==> src/rtl/calc_pkg.sv <==
// Shared codes, widths and helpers for the calculator front-end controller.
package calc_pkg;

  localparam int DIGITS = 7;
  localparam int BCD_W  = 4;
  localparam int DIG_W  = DIGITS * BCD_W;

  localparam logic [2:0] ST_INPUT1    = 3'd0;
  localparam logic [2:0] ST_OP_SELECT = 3'd1;
  localparam logic [2:0] ST_INPUT2    = 3'd2;
  localparam logic [2:0] ST_RESULT    = 3'd3;
  localparam logic [2:0] ST_CALC      = 3'd4;

  localparam logic [1:0] OP_ADD = 2'd0;
  localparam logic [1:0] OP_SUB = 2'd1;
  localparam logic [1:0] OP_MUL = 2'd2;
  localparam logic [1:0] OP_DIV = 2'd3;

  localparam logic [2:0] DP_NONE = 3'd7;
  localparam logic [2:0] POS_MAX = 3'(DIGITS - 1);

  // Winning key after fixed-priority arbitration, highest priority first.
  typedef enum logic [3:0] {
    KEY_NONE, KEY_CONFIRM, KEY_BACK, KEY_SIGN, KEY_DOT,
    KEY_UP, KEY_DOWN, KEY_LEFT, KEY_RIGHT
  } key_e;

  typedef struct packed {
    logic [2:0]       state;
    logic [DIG_W-1:0] digits1;
    logic [DIG_W-1:0] digits2;
    logic [1:0]       operation;
    logic [2:0]       digit_pos;
    logic [2:0]       decimal_pos1;
    logic [2:0]       decimal_pos2;
    logic             is_negative1;
    logic             is_negative2;
    logic             alu_start;
    logic             timeout_err;
  } ctrl_t;

  localparam ctrl_t CTRL_RESET = '{
    state: ST_INPUT1, digits1: '0, digits2: '0, operation: OP_ADD,
    digit_pos: '0, decimal_pos1: DP_NONE, decimal_pos2: DP_NONE,
    is_negative1: 1'b0, is_negative2: 1'b0, alu_start: 1'b0, timeout_err: 1'b0
  };

  // Non-BCD codes (>9) collapse to 0 in both directions.
  function automatic logic [BCD_W-1:0] bcd_inc(input logic [BCD_W-1:0] d);
    return (d >= 4'd9) ? 4'd0 : d + 4'd1;
  endfunction

  function automatic logic [BCD_W-1:0] bcd_dec(input logic [BCD_W-1:0] d);
    if (d > 4'd9)  return 4'd0;
    if (d == 4'd0) return 4'd9;
    return d - 4'd1;
  endfunction

endpackage

==> src/rtl/calc_controller_if.sv <==
// Key, ALU and display-register bundle between the calculator controller and its neighbours.
interface calc_controller_if;
  import calc_pkg::*;

  logic             key_up, key_down, key_left, key_right;
  logic             key_sign, key_dot, key_confirm, key_back;
  logic             alu_done;
  logic [DIG_W-1:0] result_digits;
  logic             result_neg;
  logic [2:0]       result_dp;

  logic [2:0]       state;
  logic [DIG_W-1:0] digits1, digits2;
  logic [1:0]       operation;
  logic [2:0]       digit_pos, decimal_pos1, decimal_pos2;
  logic             is_negative1, is_negative2;
  logic             blink_state, alu_start, timeout_err;

  modport master (
    output key_up, key_down, key_left, key_right, key_sign, key_dot, key_confirm, key_back,
    output alu_done, result_digits, result_neg, result_dp,
    input  state, digits1, digits2, operation, digit_pos, decimal_pos1, decimal_pos2,
    input  is_negative1, is_negative2, blink_state, alu_start, timeout_err
  );

  modport slave (
    input  key_up, key_down, key_left, key_right, key_sign, key_dot, key_confirm, key_back,
    input  alu_done, result_digits, result_neg, result_dp,
    output state, digits1, digits2, operation, digit_pos, decimal_pos1, decimal_pos2,
    output is_negative1, is_negative2, blink_state, alu_start, timeout_err
  );

endinterface

==> src/rtl/calc_blink_gen.sv <==
// Blink phase for the digit under edit: toggles every BLINK_DIV cycles, restarts visible on a key.
module calc_blink_gen #(
  parameter int BLINK_DIV = 25000000
) (
  input  logic clk,
  input  logic rst_n,
  input  logic restart,
  input  logic enable,
  output logic blink_state
);
  localparam int CW = (BLINK_DIV > 2) ? $clog2(BLINK_DIV) : 1;

  logic [CW-1:0] cnt;

  // NOTE: state registers use non-blocking assignments so every flop samples pre-edge values.
  always_ff @(posedge clk) begin
    if (!rst_n) begin
      cnt         <= '0;
      blink_state <= 1'b1;
    end else if (!enable || restart) begin
      cnt         <= '0;
      blink_state <= 1'b1;
    end else if (cnt == CW'(BLINK_DIV - 1)) begin
      cnt         <= '0;
      blink_state <= ~blink_state;
    end else begin
      cnt <= cnt + CW'(1);
    end
  end

endmodule

==> src/rtl/calc_controller.sv <==
// Calculator front-end sequencer: operand editing, operator select, ALU launch and result hand-off.
// Build option: define CALC_CHAIN_RESULT_EN to chain a RESULT into operand 1 on confirm.
module calc_controller
  import calc_pkg::*;
#(
  parameter int BLINK_DIV   = 25000000,
  parameter int ALU_TIMEOUT = 1024
) (
  input logic              clk,
  input logic              rst_n,
  calc_controller_if.slave bus
);
  localparam int TW = $clog2(ALU_TIMEOUT + 1);

  ctrl_t            q, d;
  key_e             win;
  logic             key_acc;
  logic [TW-1:0]    wait_cnt;
  logic             res_neg_q;
  logic [2:0]       res_dp_q;
  logic [DIG_W-1:0] ed_digits;
  logic             ed_neg;
  logic [2:0]       ed_dp;
  logic [BCD_W-1:0] ed_cur;

  always_comb begin
    win = KEY_NONE;
    if      (bus.key_confirm) win = KEY_CONFIRM;
    else if (bus.key_back)    win = KEY_BACK;
    else if (bus.key_sign)    win = KEY_SIGN;
    else if (bus.key_dot)     win = KEY_DOT;
    else if (bus.key_up)      win = KEY_UP;
    else if (bus.key_down)    win = KEY_DOWN;
    else if (bus.key_left)    win = KEY_LEFT;
    else if (bus.key_right)   win = KEY_RIGHT;
  end

  // A winning key counts as accepted only where it actually acts.
  assign key_acc = (win != KEY_NONE) && (q.state != ST_CALC)
                && !((q.state == ST_INPUT1) && (win == KEY_BACK));

  // NOTE: every always_comb output gets a default first, so no path can infer a latch.
  always_comb begin
    d           = q;
    d.alu_start = 1'b0;
    ed_digits   = (q.state == ST_INPUT2) ? q.digits2      : q.digits1;
    ed_neg      = (q.state == ST_INPUT2) ? q.is_negative2 : q.is_negative1;
    ed_dp       = (q.state == ST_INPUT2) ? q.decimal_pos2 : q.decimal_pos1;
    ed_cur      = ed_digits[q.digit_pos*BCD_W +: BCD_W];

    unique case (q.state)
      ST_INPUT1, ST_INPUT2: begin
        unique case (win)
          KEY_CONFIRM: begin
            if (q.state == ST_INPUT1) begin
              d.state = ST_OP_SELECT;
            end else begin
              d.state     = ST_CALC;
              d.alu_start = 1'b1;
            end
          end
          KEY_BACK:  if (q.state == ST_INPUT2) d.state = ST_OP_SELECT;
          KEY_SIGN:  ed_neg = ~ed_neg;
          KEY_DOT:   ed_dp = (ed_dp == q.digit_pos) ? DP_NONE : q.digit_pos;
          KEY_UP:    ed_digits[q.digit_pos*BCD_W +: BCD_W] = bcd_inc(ed_cur);
          KEY_DOWN:  ed_digits[q.digit_pos*BCD_W +: BCD_W] = bcd_dec(ed_cur);
          KEY_LEFT:  if (q.digit_pos != POS_MAX) d.digit_pos = q.digit_pos + 3'd1;
          KEY_RIGHT: if (q.digit_pos != 3'd0)    d.digit_pos = q.digit_pos - 3'd1;
          default: ;
        endcase
        if (q.state == ST_INPUT1) begin
          d.digits1      = ed_digits;
          d.is_negative1 = ed_neg;
          d.decimal_pos1 = ed_dp;
        end else begin
          d.digits2      = ed_digits;
          d.is_negative2 = ed_neg;
          d.decimal_pos2 = ed_dp;
        end
      end

      ST_OP_SELECT: begin
        unique case (win)
          KEY_CONFIRM: begin
            d.state        = ST_INPUT2;
            d.digits2      = '0;
            d.is_negative2 = 1'b0;
            d.decimal_pos2 = DP_NONE;
            d.digit_pos    = '0;
          end
          KEY_BACK: begin
            d.state     = ST_INPUT1;
            d.digit_pos = '0;
          end
          KEY_UP:   d.operation = q.operation + 2'd1;
          KEY_DOWN: d.operation = q.operation - 2'd1;
          default: ;
        endcase
      end

      ST_CALC: begin
        if (bus.alu_done) begin
          d.state = ST_RESULT;
        end else if (wait_cnt == TW'(ALU_TIMEOUT - 1)) begin
          d.state       = ST_RESULT;
          d.timeout_err = 1'b1;
        end
      end

      ST_RESULT: begin
        unique case (win)
          KEY_CONFIRM: begin
`ifdef CALC_CHAIN_RESULT_EN
            if (q.timeout_err) begin
              d = CTRL_RESET;
            end else begin
              d.state        = ST_OP_SELECT;
              d.digits1      = bus.result_digits;
              d.is_negative1 = res_neg_q;
              d.decimal_pos1 = res_dp_q;
              d.digits2      = '0;
              d.digit_pos    = '0;
            end
`else
            d = CTRL_RESET;
`endif
          end
          KEY_BACK: begin
            d.state       = ST_INPUT2;
            d.timeout_err = 1'b0;
          end
          default: ;
        endcase
      end

      default: d = CTRL_RESET;
    endcase
  end

  always_ff @(posedge clk) begin
    if (!rst_n) q <= CTRL_RESET;
    else        q <= d;
  end

  // Wait counter and result-attribute capture are only live in CALC.
  always_ff @(posedge clk) begin
    if (!rst_n) begin
      wait_cnt  <= '0;
      res_neg_q <= 1'b0;
      res_dp_q  <= DP_NONE;
    end else begin
      wait_cnt <= (q.state == ST_CALC) ? wait_cnt + TW'(1) : '0;
      if ((q.state == ST_CALC) && bus.alu_done) begin
        res_neg_q <= bus.result_neg;
        res_dp_q  <= bus.result_dp;
      end
    end
  end

`ifndef CALC_CHAIN_RESULT_EN
  logic unused_chain;
  assign unused_chain = ^{res_neg_q, res_dp_q, bus.result_digits};
`endif

  calc_blink_gen #(.BLINK_DIV(BLINK_DIV)) u_blink (
    .clk         (clk),
    .rst_n       (rst_n),
    .restart     (key_acc),
    .enable      ((q.state == ST_INPUT1) || (q.state == ST_INPUT2)),
    .blink_state (bus.blink_state)
  );

  assign bus.state        = q.state;
  assign bus.digits1      = q.digits1;
  assign bus.digits2      = q.digits2;
  assign bus.operation    = q.operation;
  assign bus.digit_pos    = q.digit_pos;
  assign bus.decimal_pos1 = q.decimal_pos1;
  assign bus.decimal_pos2 = q.decimal_pos2;
  assign bus.is_negative1 = q.is_negative1;
  assign bus.is_negative2 = q.is_negative2;
  assign bus.alu_start    = q.alu_start;
  assign bus.timeout_err  = q.timeout_err;

endmodule

==> src/flat_wrapper.sv <==
// flat-port wrapper written by rule: the top's interface ports become plain ports
module calc_controller_flat import calc_pkg::*;
#(
  parameter int BLINK_DIV   = 25000000,
  parameter int ALU_TIMEOUT = 1024
)
  (clk, rst_n, bus_key_up, bus_key_down, bus_key_left, bus_key_right, bus_key_sign, bus_key_dot, bus_key_confirm, bus_key_back, bus_alu_done, bus_result_digits, bus_result_neg, bus_result_dp, bus_state, bus_digits1, bus_digits2, bus_operation, bus_digit_pos, bus_decimal_pos1, bus_decimal_pos2, bus_is_negative1, bus_is_negative2, bus_blink_state, bus_alu_start, bus_timeout_err);
  calc_controller_if bus_i ();
  input logic clk;
  input logic rst_n;
  input wire logic [$bits(bus_i.key_up)-1:0] bus_key_up;
  input wire logic [$bits(bus_i.key_down)-1:0] bus_key_down;
  input wire logic [$bits(bus_i.key_left)-1:0] bus_key_left;
  input wire logic [$bits(bus_i.key_right)-1:0] bus_key_right;
  input wire logic [$bits(bus_i.key_sign)-1:0] bus_key_sign;
  input wire logic [$bits(bus_i.key_dot)-1:0] bus_key_dot;
  input wire logic [$bits(bus_i.key_confirm)-1:0] bus_key_confirm;
  input wire logic [$bits(bus_i.key_back)-1:0] bus_key_back;
  input wire logic [$bits(bus_i.alu_done)-1:0] bus_alu_done;
  input wire logic [$bits(bus_i.result_digits)-1:0] bus_result_digits;
  input wire logic [$bits(bus_i.result_neg)-1:0] bus_result_neg;
  input wire logic [$bits(bus_i.result_dp)-1:0] bus_result_dp;
  output wire logic [$bits(bus_i.state)-1:0] bus_state;
  output wire logic [$bits(bus_i.digits1)-1:0] bus_digits1;
  output wire logic [$bits(bus_i.digits2)-1:0] bus_digits2;
  output wire logic [$bits(bus_i.operation)-1:0] bus_operation;
  output wire logic [$bits(bus_i.digit_pos)-1:0] bus_digit_pos;
  output wire logic [$bits(bus_i.decimal_pos1)-1:0] bus_decimal_pos1;
  output wire logic [$bits(bus_i.decimal_pos2)-1:0] bus_decimal_pos2;
  output wire logic [$bits(bus_i.is_negative1)-1:0] bus_is_negative1;
  output wire logic [$bits(bus_i.is_negative2)-1:0] bus_is_negative2;
  output wire logic [$bits(bus_i.blink_state)-1:0] bus_blink_state;
  output wire logic [$bits(bus_i.alu_start)-1:0] bus_alu_start;
  output wire logic [$bits(bus_i.timeout_err)-1:0] bus_timeout_err;
  assign bus_i.key_up = bus_key_up;
  assign bus_i.key_down = bus_key_down;
  assign bus_i.key_left = bus_key_left;
  assign bus_i.key_right = bus_key_right;
  assign bus_i.key_sign = bus_key_sign;
  assign bus_i.key_dot = bus_key_dot;
  assign bus_i.key_confirm = bus_key_confirm;
  assign bus_i.key_back = bus_key_back;
  assign bus_i.alu_done = bus_alu_done;
  assign bus_i.result_digits = bus_result_digits;
  assign bus_i.result_neg = bus_result_neg;
  assign bus_i.result_dp = bus_result_dp;
  assign bus_state = bus_i.state;
  assign bus_digits1 = bus_i.digits1;
  assign bus_digits2 = bus_i.digits2;
  assign bus_operation = bus_i.operation;
  assign bus_digit_pos = bus_i.digit_pos;
  assign bus_decimal_pos1 = bus_i.decimal_pos1;
  assign bus_decimal_pos2 = bus_i.decimal_pos2;
  assign bus_is_negative1 = bus_i.is_negative1;
  assign bus_is_negative2 = bus_i.is_negative2;
  assign bus_blink_state = bus_i.blink_state;
  assign bus_alu_start = bus_i.alu_start;
  assign bus_timeout_err = bus_i.timeout_err;
  calc_controller #(.BLINK_DIV(BLINK_DIV), .ALU_TIMEOUT(ALU_TIMEOUT)) u_core (.clk(clk), .rst_n(rst_n), .bus(bus_i));
endmodule
==> config.mk <==
export PLATFORM = sky130hd
export DESIGN_NAME = calc_controller_flat
export DESIGN_NICKNAME = d
export VERILOG_FILES = /design/src/rtl/calc_pkg.sv /design/src/rtl/calc_controller_if.sv /design/src/rtl/calc_blink_gen.sv /design/src/rtl/calc_controller.sv /design/src/flat_wrapper.sv
export SDC_FILE = /design/constraint.sdc
export NUM_CORES = 1
export LEC_CHECK = 0
export ABC_AREA = 1
export BUFFER_PORTS_ARGS = -buffer_cell sky130_fd_sc_hd__buf_2
export CAP_MARGIN = 20
export CORE_MARGIN = 3
export CORE_UTILIZATION = 57
export DETAILED_ROUTE_END_ITERATION = 7
export PLACE_DENSITY = 0.87
export SKIP_CTS_REPAIR_TIMING = 1
export SLEW_MARGIN = 40
export SYNTH_ARGS = -nofsm -noshare
export SYNTH_HDL_FRONTEND = slang
export SYNTH_SLANG_ARGS = --single-unit
==> constraint.sdc <==
create_clock -name clk -period 3.49 [get_ports clk]
set_input_delay 0 -clock clk [delete_from_list [all_inputs] [get_ports clk]]
set_output_delay 0 -clock clk [all_outputs]
set_load 0.005 [all_outputs]
* After elaboration in Yosys (flattened, before gate mapping)
Cells that the tools add are included.
** Operators by class
- $add $sub $neg :: 9
- Order comparisons :: 2
- Equality and inequality tests :: 34
- Shift operators :: 4
- Muxes and demuxes :: 69
- Bitwise logic cells :: 7
- Reductions and logical operators :: 25
** Operator list (count)
- 2-to-1 mux 28 bit :: 4
- one-hot mux 28 bit (4 select lines) :: 1
- one-hot mux 28 bit (3 select lines) :: 1
- 2-to-1 mux 70 bit :: 1
- indexed part select 4 x 34 -> 28 bit :: 2
- 2-to-1 mux 4 bit :: 15
- bitwise mux 28 bit :: 2
- one-hot mux 28 bit (2 select lines) :: 1
- 2-to-1 mux 3 bit :: 13
- one-hot mux 3 bit (4 select lines) :: 3
- negator 5 -> 34 bit :: 1
- variable shift 4 x 34 -> 28 bit, first input constant :: 1
- indexed part select 28 x 6 -> 4 bit :: 1
- adder 25 x 1 -> 25 bit, second input constant :: 1
- == test 25 bit, second input constant :: 1
- one-hot mux 3 bit (2 select lines) :: 4
- != test 3 x 2 -> 1 bit, second input constant :: 6
- 2-to-1 mux 1 bit :: 17
- == test 4 x 3 -> 1 bit, second input constant :: 4
- != test 3 bit, second input constant :: 5
- != test 2 bit, second input constant :: 6
- adder 11 x 1 -> 11 bit, second input constant :: 1
- == test 11 x 10 -> 1 bit, second input constant :: 1
- one-hot mux 3 bit (3 select lines) :: 1
- other kinds (36) :: 57
** Storage, ports and cells
- Bits in registers :: 111
- Input port bits :: 43
- Output and inout bits :: 75
- Word-level logic and storage cells :: 164

* Logic depth before layout (Yosys ltp)
- Word-level depth :: 23
- Gate-level depth with buffers :: 21
- Depth with buffers taken out :: 20

* Modules after synthesis
From an unflattened synthesis, not the netlist that was laid out.
** Second synthesis, totals
- Cells, all modules :: 1164
- Area, all modules :: 7342.0 µm²
** Modules (own cells, without submodules)
- calc_controller :: times used 1, cells an instance 952, area an instance 5941.9 µm², sequential area each 1701.6 µm²
- calc_blink_gen :: times used 1, cells an instance 212, area an instance 1400.1 µm², sequential area each 520.5 µm²

* Worst setup path after synthesis
OpenSTA, ideal clock, no wires.
- Path kind :: register -> register
- Start point :: reg u_core.q (netlist bit u_core.bus.digit_pos[0])
- End point :: reg u_core.q (netlist bit u_core.bus.digits2[0])
- Library setup time :: 0.128 ns
- Arrival :: 2.780 ns
- Required time :: 3.362 ns
- Slack :: 0.582 ns
- Cell stages (with the launch flop) :: 13
- Buffers on the path :: 2
- Period minus slack after synthesis :: 2.908 ns
- Cells stage by stage :: dfxtp_1 -> inv_1 -> buf_2 -> buf_1 -> ha_1 -> ha_1 -> inv_1 -> nor4_1 -> inv_1 -> o21ai_0 -> nand3_1 -> o211ai_1 -> a21oi_1
** Between the ends
- Cells in the longest elaborated chain, start to end :: 15
- Elaborated cells between the ends (all ways) :: 28
- Those cells by class :: add/sub: 3; order compare: 2; shift: 4; mux: 18; reduce/logical: 1
** RTL lines
- start, declared :: line calc_controller.sv:15 : ctrl_t q, d;
- start signal, assigned :: line calc_controller.sv:141 : if (!rst_n) q <= CTRL_RESET;
- start signal, assigned :: line calc_controller.sv:142 : else q <= d;
- indexed part select 28 x 6 -> 4 bit :: line calc_controller.sv:49 : ed_cur = ed_digits[q.digit_pos*BCD_W +: BCD_W];
- logical NOT 4 bit :: line calc_pkg.sv:55 : if (d == 4'd0) return 4'd9;
- 2-to-1 mux 1 bit (2 in a row) :: line calc_pkg.sv:55
- 2-to-1 mux 1 bit :: line calc_controller.sv:53 : unique case (win)
- 2-to-1 mux 1 bit :: line calc_controller.sv:51 : unique case (q.state)
- 2-to-1 mux 4 bit :: line calc_pkg.sv:56 : return d - 4'd1;
- 2-to-1 mux 4 bit :: line calc_pkg.sv:55
- 2-to-1 mux 4 bit :: line calc_controller.sv:53
- 2-to-1 mux 4 bit :: line calc_controller.sv:51
- indexed part select 4 x 34 -> 28 bit :: line calc_controller.sv:66 : KEY_DOWN: ed_digits[q.digit_pos*BCD_W +: BCD_W] = bcd_dec(ed_cur);
- bitwise mux 28 bit :: line calc_controller.sv:66
- one-hot mux 28 bit (2 select lines) (*) :: line calc_controller.sv:53
- 2-to-1 mux 28 bit (*) :: line calc_controller.sv:71 : if (q.state == ST_INPUT1) begin
- one-hot mux 28 bit (4 select lines) (*) :: line calc_controller.sv:51
Every way passes the cells marked *; elsewhere a longest branch is shown, timed or not. The select of a mux whose other input is x is not followed.
A chain may end at the register's enable or synchronous reset.

* Worst setup path after layout
- Start point :: reg u_core.q (netlist bit u_core.bus.state[0])
- End point :: reg u_core.q (netlist bit u_core.bus.digits2[5])
** Between the ends
- Cells in the longest elaborated chain, start to end :: 17
- Elaborated cells between the ends (all ways) :: 38
- Those cells by class :: add/sub: 2; order compare: 2; eq/ne: 7; shift: 3; mux: 19; bitwise: 1; reduce/logical: 4
** RTL lines
- == test 3 x 2 -> 1 bit :: line calc_controller.sv:46, calc_controller.sv:51
- 2-to-1 mux 28 bit :: line calc_controller.sv:46 : ed_digits = (q.state == ST_INPUT2) ? q.digits2 : q.digits1;
- indexed part select 28 x 6 -> 4 bit :: line calc_controller.sv:49
- logical NOT 4 bit :: line calc_pkg.sv:55
- 2-to-1 mux 1 bit (2 in a row) :: line calc_pkg.sv:55
- 2-to-1 mux 1 bit :: line calc_controller.sv:53
- 2-to-1 mux 1 bit :: line calc_controller.sv:51
- 2-to-1 mux 4 bit :: line calc_pkg.sv:56
- 2-to-1 mux 4 bit :: line calc_pkg.sv:55
- 2-to-1 mux 4 bit :: line calc_controller.sv:53
- 2-to-1 mux 4 bit :: line calc_controller.sv:51
- indexed part select 4 x 34 -> 28 bit :: line calc_controller.sv:66
- bitwise mux 28 bit :: line calc_controller.sv:66
- one-hot mux 28 bit (2 select lines) :: line calc_controller.sv:53
- 2-to-1 mux 28 bit :: line calc_controller.sv:71
- one-hot mux 28 bit (4 select lines) :: line calc_controller.sv:51
Parallel ways exist; a longest one is shown, timed or not. The select of a mux whose other input is x is not followed.

==> report_table.html <==
<table>
<tr><th>Metric</th><th>Value</th></tr>
<tr><th colspan="2">Outcome</th></tr>
<tr><td>Run status</td><td>finished clean</td></tr>
<tr><th colspan="2">GRT</th></tr>
<tr><td>Number of global-route vias before repair</td><td>6,596</td></tr>
<tr><td>Initial antenna violation count</td><td>0</td></tr>
<tr><td>Global-route wire length before repair</td><td>between 30,000 and 40,000 µm</td></tr>
<tr><td>Largest net degree at the start of global routing</td><td>63</td></tr>
<tr><td>Overall track demand over capacity in global routing</td><td>0.283</td></tr>
<tr><td>Total global routing overflow</td><td>0</td></tr>
<tr><th colspan="2">Worst setup path</th></tr>
<tr><td>Critical path, cell by cell</td><td>nor2_4 &gt; nand2_4 &gt; nand2_1 &gt; nand3_1 &gt; nand2_1 &gt; nor2_1 &gt; nand2_2 &gt; nand2_4 &gt; ha_1 &gt; inv_1 &gt; nor2_4 &gt; nand2_2 &gt; nand2_4 &gt; nand3_1 &gt; o21ai_2 &gt; nand2_1 &gt; nand2_1 &gt; nand3_1 &gt; a21oi_1</td></tr>
<tr><td>Critical path startpoint category</td><td>register</td></tr>
<tr><td>WP data arrival</td><td>3410 ps</td></tr>
<tr><td>Crit path max fanout</td><td>34</td></tr>
<tr><td>Required time of the critical path</td><td>3790 ps</td></tr>
<tr><td>Critical path's slowest cell</td><td>dfxtp_1</td></tr>
<tr><td>Cell seen most often among critical-path stages</td><td>nand2_1</td></tr>
<tr><td>CP endpoint kind</td><td>register</td></tr>
<tr><td>Worst setup path class</td><td>reg2reg</td></tr>
<tr><td>Delay of the slowest critical-path stage</td><td>470 ps</td></tr>
<tr><th colspan="2">Synthesis</th></tr>
<tr><td>Cell count after synthesis</td><td>approximately 1,100</td></tr>
<tr><td>Cell types with the largest area share after synthesis</td><td>dfxtp_1 32%, nand2_1 13%, nand3_1 10%</td></tr>
<tr><td>Number of distinct library cell variants in the gate-level netlist after synthesis</td><td>45</td></tr>
<tr><td>Area leader, netlist</td><td>dfxtp_1</td></tr>
<tr><td>Synthesis Warnings</td><td>0</td></tr>
<tr><td>Sequential cell area fraction in the yosys report</td><td>0.322</td></tr>
<tr><td>Most repeated cell in the gate-level netlist after synthesis</td><td>nand2_1</td></tr>
<tr><td>Proportion of register bits with asynchronous set or reset after synthesis</td><td>0</td></tr>
<tr><td>Synthesis-stage register bit count</td><td>111</td></tr>
<tr><td>Post-synth net total</td><td>1,115</td></tr>
<tr><td>Post-synth EDFFs</td><td>0</td></tr>
<tr><td>Share of the synthesized area in the top cell type</td><td>0.322</td></tr>
<tr><td>Prevailing post-synth register cell</td><td>dfxtp_1</td></tr>
<tr><td>Post-Synthesis Mean Instance Area</td><td>6.50 µm²</td></tr>
<tr><td>Total standard cell area after synthesis</td><td>approximately 6900 µm²</td></tr>
<tr><td>Most used standard cells in the synthesized netlist</td><td>243 x nand2_1, 139 x nand3_1, 111 x dfxtp_1</td></tr>
<tr><th colspan="2">Placed design</th></tr>
<tr><td>Post-Place Setup Slack</td><td>461 ps</td></tr>
<tr><td>Quantity of I/O buffers inserted on ports</td><td>85</td></tr>
<tr><td>Final Wtd Congestion</td><td>roughly 1.0</td></tr>
<tr><td>Sum of net half-perimeters after detailed placement</td><td>13,400 µm</td></tr>
<tr><th colspan="2">STA</th></tr>
<tr><td>Maximum clock frequency</td><td>322 MHz</td></tr>
<tr><td>Clock Skew</td><td>13.5 ps</td></tr>
<tr><td>Max-Slew Margin vs Limit</td><td>0.487</td></tr>
<tr><td>Setup repair after global routing missed its margin</td><td>false</td></tr>
<tr><td>Final setup fails</td><td>0</td></tr>
<tr><td>Transition time at the pin with the least slew margin</td><td>slightly below 800 ps</td></tr>
<tr><td>Final WS setup</td><td>381 ps</td></tr>
<tr><td>Max-slew violation count</td><td>0</td></tr>
<tr><td>Post-layout minimum cycle time</td><td>between 3000 and 4000 ps</td></tr>
<tr><td>Endpoints failing hold</td><td>0</td></tr>
<tr><td>Total negative setup slack</td><td>0 ps</td></tr>
<tr><td>Fraction of the cycle the final worst path needs</td><td>0.891</td></tr>
<tr><td>Hold WS</td><td>78.8 ps</td></tr>
<tr><th colspan="2">Drt</th></tr>
<tr><td>Detail Route Antenna Nets</td><td>0</td></tr>
<tr><td>Detailed-routing iteration count for the pre-antenna-repair pass</td><td>6</td></tr>
<tr><td>Residual DRC</td><td>0</td></tr>
<tr><td>Post-detailed-route wirelength per cell</td><td>14.6 µm</td></tr>
<tr><td>Number of vias per cell</td><td>5.70</td></tr>
<tr><td>DR vias</td><td>7,290</td></tr>
<tr><td>Violation count after the first detailed-route iteration</td><td>670</td></tr>
<tr><td>Drt total wl</td><td>18,700 µm</td></tr>
<tr><th colspan="2">Pwr</th></tr>
<tr><td>Post-route total power</td><td>7420 µW</td></tr>
<tr><td>Pwr/cell area</td><td>962 nW/µm²</td></tr>
<tr><td>Maximum VDD drop</td><td>528 µV</td></tr>
<tr><td>P_leak</td><td>0.00342 µW</td></tr>
<tr><th colspan="2">Layout</th></tr>
<tr><td>Proportion of layout cells with a drive suffix above 1</td><td>0.144</td></tr>
<tr><td>Antenna diode instance count</td><td>0</td></tr>
<tr><td>Post-layout nets</td><td>between 1,000 and 1,500</td></tr>
<tr><td>Area grow syn2layout</td><td>11.8%</td></tr>
<tr><td>Fillers</td><td>1,040</td></tr>
<tr><td>Area used by sequential logic in the layout</td><td>2220 µm²</td></tr>
<tr><td>Footprint of the multi-input gates</td><td>4010 µm²</td></tr>
<tr><th colspan="2">Floorplanning</th></tr>
<tr><td>Placement Rows</td><td>39</td></tr>
<tr><td>Initial core utilization</td><td>0.594</td></tr>
<tr><td>Die width</td><td>116 µm</td></tr>
<tr><td>Core Box Area</td><td>about 12,000 µm²</td></tr>
<tr><td>Number of top-level pins</td><td>118</td></tr>
<tr><td>Die area</td><td>13,500 µm²</td></tr>
<tr><td>Die H</td><td>116 µm</td></tr>
<tr><th colspan="2">Clocking</th></tr>
<tr><td>Clock sink count</td><td>about 110</td></tr>
<tr><td>Cts bufs inserted</td><td>9</td></tr>
<tr><td>H-tree depth</td><td>3</td></tr>
<tr><td>Clk pin slew, worst setup/hold paths</td><td>80 ps</td></tr>
<tr><td>Clock tree from TritonCTS</td><td>built</td></tr>
<tr><td>Cell at the root of the clock tree</td><td>clkbuf_16</td></tr>
<tr><td>Clock network latency to the later pin of the worst-skew pair</td><td>roughly 370 ps</td></tr>
<tr><td>Largest buffer count on any clock path</td><td>2</td></tr>
<tr><th colspan="2">Run</th></tr>
<tr><td>Count of max-cap constraint violations</td><td>0</td></tr>
<tr><th colspan="2">Worst hold path</th></tr>
<tr><td>Path category of the worst min-delay check</td><td>in2reg</td></tr>
</table>
## report_power, final
part | switching [µW] | internal (µW)
sequential | 315 | 1650
clock | 495 | 533
combinational | 2900 | 1530
## flip-flops by register name (all words and copies together), names as in the netlist
signal / flops
u_core.bus.operation: 2
u_core.wait_cnt: 11
u_core.bus.digit_pos: 3
u_core.bus.alu_start: 1
u_core.bus.digits2: 28
u_core.bus.timeout_err: 1
u_core.bus.decimal_pos1: 3
u_core.u_blink.blink_state: 1
u_core.u_blink.cnt: 25
u_core.bus.is_negative2: 1
u_core.bus.decimal_pos2: 3
u_core.bus.digits1: 28
u_core.bus.is_negative1: 1
u_core.bus.state: 3
## path summary, 6_finish.rpt
path,start,to,slack (ps),depth (start not counted)
max,u_core.bus.state[0],u_core.bus.digits2[5],380,19
min,bus_alu_done,u_core.bus.timeout_err,80,5
max reg2reg,u_core.bus.state[0],u_core.bus.digits2[5],380,19
min reg2reg,u_core.wait_cnt[0],u_core.wait_cnt[0],470,1
## cell type report
cell class                      instances  share of cell area
Inverter                              114              0.0555
Clock inverter                          4             0.00487
Clock buffer                           12              0.0333
Multi-Input combinational cell        790               0.519
Sequential cell                       111               0.288
Tap cell                              143              0.0232
Timing Repair Buffer                  106              0.0759
## placed cells by master, fill, tap and decap left out, types with 6 or more instances in the layout
master     count
a211oi_1      11
nand3_1      139
o21ai_0       78
a21oi_1       92
dfxtp_1      111
buf_2         85
nor3_1        14
nand3b_1       9
ha_1           9
xnor2_1        6
nor4_1         9
clkbuf_16      9
nand2_1      243
nor2_1        79
nor3b_1        8
buf_4         20
a31oi_1        6
xor2_1        12
inv_1        108
nand4_1       17
nand2_2       19
## critical path, delay by kind of cell, from the launching register on
family | cells | cell delay, ps
AO/OA/AOI/OAI | 2 | 410
adder cells (fa/ha/maj) | 1 | 260
buffers and inverters | 1 | 100
AND/OR/NAND/NOR | 15 | 1800
flip-flops | 1 | 470
## stage by stage
stage	cells	utilization	area (µm²)
2_1_floorplan	1062	-	6900
3_3_place_gp	1263	0.638	7410
3_5_place_dp	1263	0.638	7410
4_1_cts	1279	0.663	7700
5_1_grt	1280	0.664	7710
6_report	1280	0.664	7710
## kinds of logic (layout without fill, tap and decap cells)
family                   Yosys count  after routing  synth area share
AND/OR/NAND/NOR                  561            561             0.376
buffers and inverters            161            236            0.0983
multiplexers                       1              1           0.00145
adder cells (fa/ha/maj)           10             10            0.0192
flip-flops                       111            111             0.322
AO/OA/AOI/OAI                    199            199             0.158
XOR/XNOR                          19             19            0.0252
## per-layer routing
metal | track usage | routed length (µm) | vias to the layer above
li1 | - | - | 3668
met1 | 0.351 | 7850 | 3305
met2 | 0.473 | 8870 | 268
met3 | 0.0799 | 1530 | 49
met4 | 0.0951 | 440 | 0
met5 | 0 | 0 | -
No activity file was read; power rests on OpenSTA's default activity.
